**src/rtl/set_mode_ctrl.sv**
```systemverilog
// Time-set controller: scan tick generation, RUN/SET_HOUR/SET_MIN/SET_SEC sequencing,
// field increment strobes with auto-repeat, inactivity timeout and field blink.
module set_mode_ctrl #(
    parameter int unsigned TICK_DIV     = 50000,
    parameter int unsigned REPEAT_DELAY = 32,
    parameter int unsigned REPEAT_RATE  = 8,
    parameter int unsigned TIMEOUT      = 1024,
    parameter int unsigned BLINK_HALF   = 16
) (
    input  logic       clock,
    input  logic       reset,
    output logic       scan_tick,
    input  logic       mode_press,
    input  logic       inc_press,
    input  logic       inc_key_in,
    output logic [1:0] mode,
    output logic       run_en,
    output logic       inc_hour,
    output logic       inc_min,
    output logic       sec_clr,
    output logic       blink
);
    localparam int unsigned TW = $clog2(TICK_DIV);
    localparam int unsigned HW = $clog2(REPEAT_DELAY + REPEAT_RATE + 1);
    localparam int unsigned IW = $clog2(TIMEOUT + 1);
    localparam int unsigned BW = $clog2(BLINK_HALF + 1);

    localparam logic [TW-1:0] TICK_LAST  = TW'(TICK_DIV - 1);
    localparam logic [TW-1:0] TICK_PRE   = TW'(TICK_DIV - 2);
    localparam logic [HW-1:0] HOLD_FIRE  = HW'(REPEAT_DELAY);
    localparam logic [HW-1:0] HOLD_LAST  = HW'(REPEAT_DELAY + REPEAT_RATE - 1);
    localparam logic [IW-1:0] IDLE_LAST  = IW'(TIMEOUT - 1);
    localparam logic [BW-1:0] BLINK_LAST = BW'(BLINK_HALF - 1);

    typedef enum logic [1:0] {
        RUN      = 2'd0,
        SET_HOUR = 2'd1,
        SET_MIN  = 2'd2,
        SET_SEC  = 2'd3
    } state_t;

    state_t        state_q, state_d;
    logic [TW-1:0] tick_cnt;
    logic [3:0]    sampler, sample_d;
    logic [HW-1:0] hold_cnt, hold_nxt;
    logic [IW-1:0] idle_cnt;
    logic [BW-1:0] blink_cnt;
    logic          rep_fire, idle_clr, timeout, set_state, mode_change;
    logic          inc_act, hour_d, min_d, clr_d, any_strobe;

    assign mode = state_q;

    // Hold counter cycles REPEAT_DELAY..REPEAT_DELAY+REPEAT_RATE-1 once armed, so it stays
    // bounded and every return to REPEAT_DELAY is a repeat point.
    always_comb begin
        sample_d  = {sampler[2:0], inc_key_in};
        hold_nxt  = '0;
        if (sample_d == 4'b0000)
            hold_nxt = (hold_cnt == HOLD_LAST) ? HOLD_FIRE : hold_cnt + 1'b1;
        set_state = (state_q != RUN);
        rep_fire  = scan_tick && !mode_press && (sample_d == 4'b0000) &&
                    (hold_nxt == HOLD_FIRE) &&
                    ((state_q == SET_HOUR) || (state_q == SET_MIN));
        idle_clr  = mode_press || inc_press || rep_fire;
        timeout   = set_state && scan_tick && !idle_clr && (idle_cnt == IDLE_LAST);
    end

    always_comb begin
        state_d = state_q;
        if (mode_press) begin
            case (state_q)
                RUN:      state_d = SET_HOUR;
                SET_HOUR: state_d = SET_MIN;
                SET_MIN:  state_d = SET_SEC;
                SET_SEC:  state_d = RUN;
            endcase
        end else if (timeout) begin
            state_d = RUN;
        end
    end

    always_comb begin
        inc_act     = (inc_press && !mode_press) || rep_fire;
        hour_d      = inc_act && (state_q == SET_HOUR);
        min_d       = inc_act && (state_q == SET_MIN);
        clr_d       = inc_act && (state_q == SET_SEC);
        any_strobe  = hour_d || min_d || clr_d;
        mode_change = (state_d != state_q);
    end

    always_ff @(posedge clock or negedge reset) begin
        if (!reset) begin
            state_q  <= RUN;
            run_en   <= 1'b1;
            inc_hour <= 1'b0;
            inc_min  <= 1'b0;
            sec_clr  <= 1'b0;
        end else begin
            state_q  <= state_d;
            run_en   <= (state_d == RUN);
            inc_hour <= hour_d;
            inc_min  <= min_d;
            sec_clr  <= clr_d;
        end
    end

    always_ff @(posedge clock or negedge reset) begin
        if (!reset) begin
            tick_cnt  <= '0;
            scan_tick <= 1'b0;
            sampler   <= 4'b1111;
            hold_cnt  <= '0;
            idle_cnt  <= '0;
            blink_cnt <= '0;
            blink     <= 1'b0;
        end else begin
            tick_cnt  <= (tick_cnt == TICK_LAST) ? '0 : tick_cnt + 1'b1;
            scan_tick <= (tick_cnt == TICK_PRE);

            if (scan_tick)
                sampler <= sample_d;

            if (mode_change)
                hold_cnt <= '0;
            else if (scan_tick)
                hold_cnt <= hold_nxt;

            if ((state_d == RUN) || idle_clr || mode_change)
                idle_cnt <= '0;
            else if (scan_tick)
                idle_cnt <= idle_cnt + 1'b1;

            // A strobe restarts the phase with the field visible for a full half-period.
            if ((state_d == RUN) || mode_change || any_strobe) begin
                blink_cnt <= '0;
                blink     <= 1'b0;
            end else if (scan_tick) begin
                if (blink_cnt == BLINK_LAST) begin
                    blink_cnt <= '0;
                    blink     <= ~blink;
                end else begin
                    blink_cnt <= blink_cnt + 1'b1;
                end
            end
        end
    end
endmodule

```
**config.mk**
```make
export PLATFORM = sky130hd
export DESIGN_NAME = set_mode_ctrl
export DESIGN_NICKNAME = d
export VERILOG_FILES = /design/src/rtl/set_mode_ctrl.sv
export SDC_FILE = /design/constraint.sdc
export NUM_CORES = 1
export LEC_CHECK = 0
export BUFFER_PORTS_ARGS = -buffer_cell sky130_fd_sc_hd__buf_2
export CORE_UTILIZATION = 55
export CTS_CLUSTER_DIAMETER = 200
export CTS_CLUSTER_SIZE = 16
export DETAILED_ROUTE_END_ITERATION = 12
export PLACE_DENSITY = 0.73
export SKIP_LAST_GASP = 1
export SLEW_MARGIN = 10
export SYNTH_ARGS = -nofsm -noshare
export SYNTH_HDL_FRONTEND = slang
export SYNTH_SLANG_ARGS = --single-unit
```
**constraint.sdc**
```tcl
create_clock -name clock -period 3.9 [get_ports clock]
set_input_delay 1.17 -clock clock [delete_from_list [all_inputs] [get_ports clock]]
set_output_delay 1.17 -clock clock [all_outputs]
set_load 0.01 [all_outputs]
```
; After elaboration in Yosys (flattened, before gate mapping)
; Index checks and enable logic that the tools add are counted.
[totals]
elab_cells = 75
in_bits = 5
out_inout_bits = 8
register_bits = 49
[op_classes]
n_reduce_logical = 32
n_mux = 16
bitwise_logic = 1
eq_ne = 10
add_sub_neg = 4
[ops]
columns = op, count
row1 = 16-bit equality test (second input constant), 2
row2 = 6-bit 2-to-1 mux, 4
row3 = 11-bit 2-to-1 mux, 2
row4 = 16-bit by 1-bit adder with 16-bit output (second input constant), 1
row5 = 16-bit 2-to-1 mux, 1
row6 = 5-bit 2-to-1 mux, 3
row7 = 6-bit equality test (second input constant), 2
row8 = 11-bit by 1-bit adder with 11-bit output (second input constant), 1
row9 = 11-bit by 10-bit equality test with 1-bit output (second input constant), 1
row10 = 1-bit logical AND, 11
row11 = 1-bit logical OR, 10
row12 = 2-bit nonzero test, 5
row13 = 2-bit case mux with 4 select lines, 1
row14 = 6-bit by 1-bit adder with 6-bit output (second input constant), 1
row15 = 5-bit by 1-bit adder with 5-bit output (second input constant), 1
row16 = 5-bit by 4-bit equality test with 1-bit output (second input constant), 1
row17 = 2-bit equality test (second input constant), 2
row18 = 2-bit logical NOT, 2
row19 = 4-bit logical NOT, 1
row20 = 2-bit 2-to-1 mux, 2
row21 = 1-bit 2-to-1 mux, 3
row22 = 2-bit by 1-bit equality test with 1-bit output (second input constant), 1
row23 = 1-bit logical NOT, 2
row24 = 2-bit inequality test, 1
row25 = other kinds (2), 2

; Longest topological paths before layout
[logic_depth]
ltp_word = 17
depth_mapped = 8
ltp_nobuf = 7

; Least setup slack after synthesis
; No wires, ideal clock.
[synth_path]
kind = input-to-reg
from = input port inc_key_in
to = register blink_cnt[0]
stages = 5
setup_time_ns = 0.135
slack_ns = 1.116
t_arrival_ns = 2.649
cell_sequence = nor4_4 > nand4_1 > a2111oi_4 > mux2i_1 > nor2_1
[synth_between]
elab_chain_len = 15
word_cells_on_any_way = 24
classes_between = 2 x eq/ne / 4 x mux / 18 x reduce/logical
[synth_rtl]
columns = element, line_no
row1 = "start, declared", 15  ; input logic inc_key_in,
row2 = 4-bit logical NOT *, "58, 61"
row3 = 6-bit 2-to-1 mux, 58  ; if (sample_d == 4'b0000)
row4 = 6-bit equality test, 62  ; (hold_nxt == HOLD_FIRE) &&
row5 = 1-bit logical AND *, 61  ; rep_fire = scan_tick && !mode_press && (sample_d == 4'b0000) &&
row6 = 1-bit logical AND *, 62
row7 = 1-bit logical OR, 64  ; idle_clr = mode_press || inc_press || rep_fire;
row8 = 1-bit logical NOT, 65  ; timeout = set_state && scan_tick && !idle_clr && (idle_cnt == IDLE_LAST);
row9 = 1-bit logical AND (2 in a row), 65
row10 = 2-bit 2-to-1 mux, 77  ; end else if (timeout) begin
row11 = 2-bit 2-to-1 mux, 70  ; if (mode_press) begin
row12 = 2-bit inequality test / 2-bit logical NOT (equally long branches), "88, 134"
row13 = 1-bit logical OR, 134  ; if ((state_d == RUN) || mode_change || any_strobe) begin
row14 = 1-bit logical OR *, 134
row15 = 5-bit 2-to-1 mux / 2-bit nonzero test (equally long branches), --
row16 = "end signal, assigned", 142  ; blink_cnt <= blink_cnt + 1'b1;
row17 = "end, declared", 47  ; logic [BW-1:0] blink_cnt;
; Mark *: on every way between the ends. The rest lies on a longest branch, timed or not.
; A chain may end at the register's enable or synchronous reset.

; Worst setup path after layout
; Same ends and word-level chain as after synthesis.

==> impl_metrics.yaml <==
place:
  io_buffers: 12
  gp_congestion: 0.875
  hpwlAfterDp_mm: 3.21
  place_area_um2: 2760
power:
  ir_drop_v: 0.000236
  p_total_uw: 1270
  leakagePower_uw: 0.00132
  power-per-cell-area_nw_per_um2: 439
sta:
  drv_slew: 0
  fmax_ghz: 0.344
  hold_viol: 0
  fin_crit_ns: 2.91
  finalCritPeriodShare: 0.746
  rsz0062_at_grt: "no"
  finalClockSkew_ns: 0.0104
  setup_tns_ns: 0
  setup_viol: 0
  tightest_slew_ns: 1.01
  maxSlewHeadroom: 0.328
routing:
  routed_wl_mm: 4.55
  num_vias: 1860
  drt_iter0_markers: 63
  antenna_left: 0
  first_pass_iters: 4
  drc: 0
  wl_per_cell_um: 13.7
  vias_per_cell: 5.62
critical_path:
  critPathKind: "input pin to flop"
  worstPathMaxFanout: 6
  crit_start: "inc_key_in"
  worst_ep_arrival_time_ns: 3.07
  endpoint: "blink_cnt[0]"
  cp.required_ns: 4.06
  r2r.worst_path.cells: 7
  startpoint_type: "input pin"
  endpoint_kind: "flop"
  r2r_slack_ns: 1.19
  reg2reg_from: "mode[0]"
  r2r_end: "blink_cnt[0]"
clock_network:
  clk_pin_slew_ns: 0.08
  holdBufCountCts: 0
  cts_buffer_depth: 2
  cts_buffers: 5
  cts_tree: "yes"
  cts_resized: 0
  clkLatencyLatePin_ns: 0.30
  cts.sinks: 49
  post_cts_buffers: 0
  root_buffer: "clkbuf_8"
  ctsHtreeMaxLevel: 2
die:
  ioPinCount: 13
  core_um2: 4500
  dieArea_um2: 5140
  rows: 24
  die_width_um: 71.7
  die_h_um: 71.7
  start_util: 0.593
global_route:
  grt_pass1_vias: 1793
  use_met3: 0.0422
  grt_max_degree: 48
  grt_pass1_wl_mm: 7.90
  globalRouteTotalUtil: 0.195
  antenna_found_initial: 0
  grt-ovfl-total: 0
  use_met2: 0.338
  busiest_layer: "met2"
  met1_usage: 0.244
synthesis:
  syn_area_um2: 2670
  synth_top_flop_cell: "dfrtp_1"
  synth_fp_nets: 277
  synthCells: 263
  synth_edf_count: 0
  avgSynthCellArea_um2: 10.1
  yosys_register_bits: 49
  async_flop_share: 1.00
  synth_cell_types: 48
  yosysSeqAreaShare: 0.461
  yosysWarningCount: 0
finish:
  stdcell_area_um2: 2890
  drive_above_1_share: 0.147
  area_delta_synth_final_pct: 8.30
  n_fill_cell: 366
  antenna_cells: 0
  nets: 292
worst_hold_path:
  holdCritStartpoint: "tick_cnt[0]"
  hold_class: "flop to flop"
run:
  drv_cap: 0
outcome:
  status: "finished, final reports clean"
-- routing by layer --
layer	vias to the layer above	routed length [um]
met5	-	0
met4	0	61
met3	5	107
met2	23	2240
met1	892	2140
li1	940	-
-- logic make-up (layout without fill, tap and decap cells) --
group | after synthesis | count (layout) | synth area share
AO/OA/AOI/OAI | 32 | 32 | 0.0877
XOR/XNOR | 28 | 28 | 0.0919
AND/OR/NAND/NOR | 122 | 122 | 0.253
flip-flops | 49 | 49 | 0.461
buffers and inverters | 15 | 31 | 0.0323
adder cells (fa/ha/maj) | 9 | 9 | 0.0422
multiplexers | 8 | 8 | 0.0319
-- area by class of cell --
type | instances | area (um^2) | share of cell area
Clock buffer | 5 | 68.8 | 0.0238
Clock inverter | 3 | 65.1 | 0.0225
Inverter | 9 | 33.8 | 0.0117
Multi-Input combinational cell | 199 | 1350 | 0.468
Sequential cell | 49 | 1230 | 0.426
Tap cell | 52 | 65.1 | 0.0225
Timing Repair Buffer | 14 | 75.1 | 0.0260
-- synthesized netlist by cell type (3+ instances only) --
library cell | count | share of area
a21oi_1 | 11 | 0.021
and2_1 | 4 | 0.0094
and3_1 | 5 | 0.012
and4_1 | 3 | 0.0098
clkbuf_1 | 3 | 0.0042
clkbuf_8 | 3 | 0.015
dfrtp_1 | 45 | 0.42
dfstp_2 | 4 | 0.039
ha_1 | 9 | 0.042
inv_1 | 9 | 0.013
mux2_2 | 4 | 0.017
mux2i_1 | 4 | 0.015
nand2_1 | 16 | 0.023
nand3_1 | 13 | 0.024
nand4_1 | 7 | 0.016
nor2_1 | 40 | 0.056
nor2b_1 | 8 | 0.019
nor3_1 | 3 | 0.0056
nor3b_1 | 5 | 0.014
o21ai_0 | 6 | 0.011
xnor2_1 | 15 | 0.049
xor2_1 | 13 | 0.043
-- flip-flops by register name (all words and copies together), names as in the netlist, 2 cells and up --
name,flops
tick_cnt,16
idle_cnt,11
hold_cnt,6
blink_cnt,5
sampler,3
mode,2
-- placed cells by master (no fill, tap or decap), types with 5 or more instances in the layout --
master,n
clkbuf_8,5
and3_1,5
dfrtp_1,45
nor2_1,40
ha_1,9
o21ai_0,6
nand3_1,13
xnor2_1,15
xor2_1,13
nor3b_1,5
inv_1,9
nand2_1,16
a21oi_1,11
buf_2,12
nand4_1,7
nor2b_1,8
-- worst max-delay path, stage by stage --
cell and delay (ns):
buf_2 0.12, nor4_4 0.41, nand4_1 0.21, a2111oi_4 0.53, mux2i_1 0.53, nor2_1 0.11
-- report_power, final --
| part | switching, uW | leakage [uW] | internal, uW |
|---|---|---|---|
| Clock | 168 | 0.0000681 | 255 |
| Combinational | 168 | 0.000606 | 119 |
| Sequential | 28.2 | 0.000650 | 531 |
-- worst min-delay path by stage --
stage / endpoint / cells past startpoint
2_1_floorplan: tick_cnt[10] / 1
3_3_place_gp: tick_cnt[0] / 1
3_5_place_dp: tick_cnt[0] / 1
4_1_cts: tick_cnt[0] / 1
5_1_grt: tick_cnt[0] / 1
6_report: tick_cnt[0] / 1
-- per-stage QoR --
step	setup WS, ns	util	instances	hold slack (ns)
floorplan	1.12	-	263	0.457
global placement	0.739	0.612	323	0.496
detailed placement	0.661	0.612	323	0.495
CTS	0.987	0.642	331	0.505
global route	0.899	0.642	331	0.524
finish	0.990	0.642	331	0.504
No activity file was read; power rests on OpenSTA's default activity.
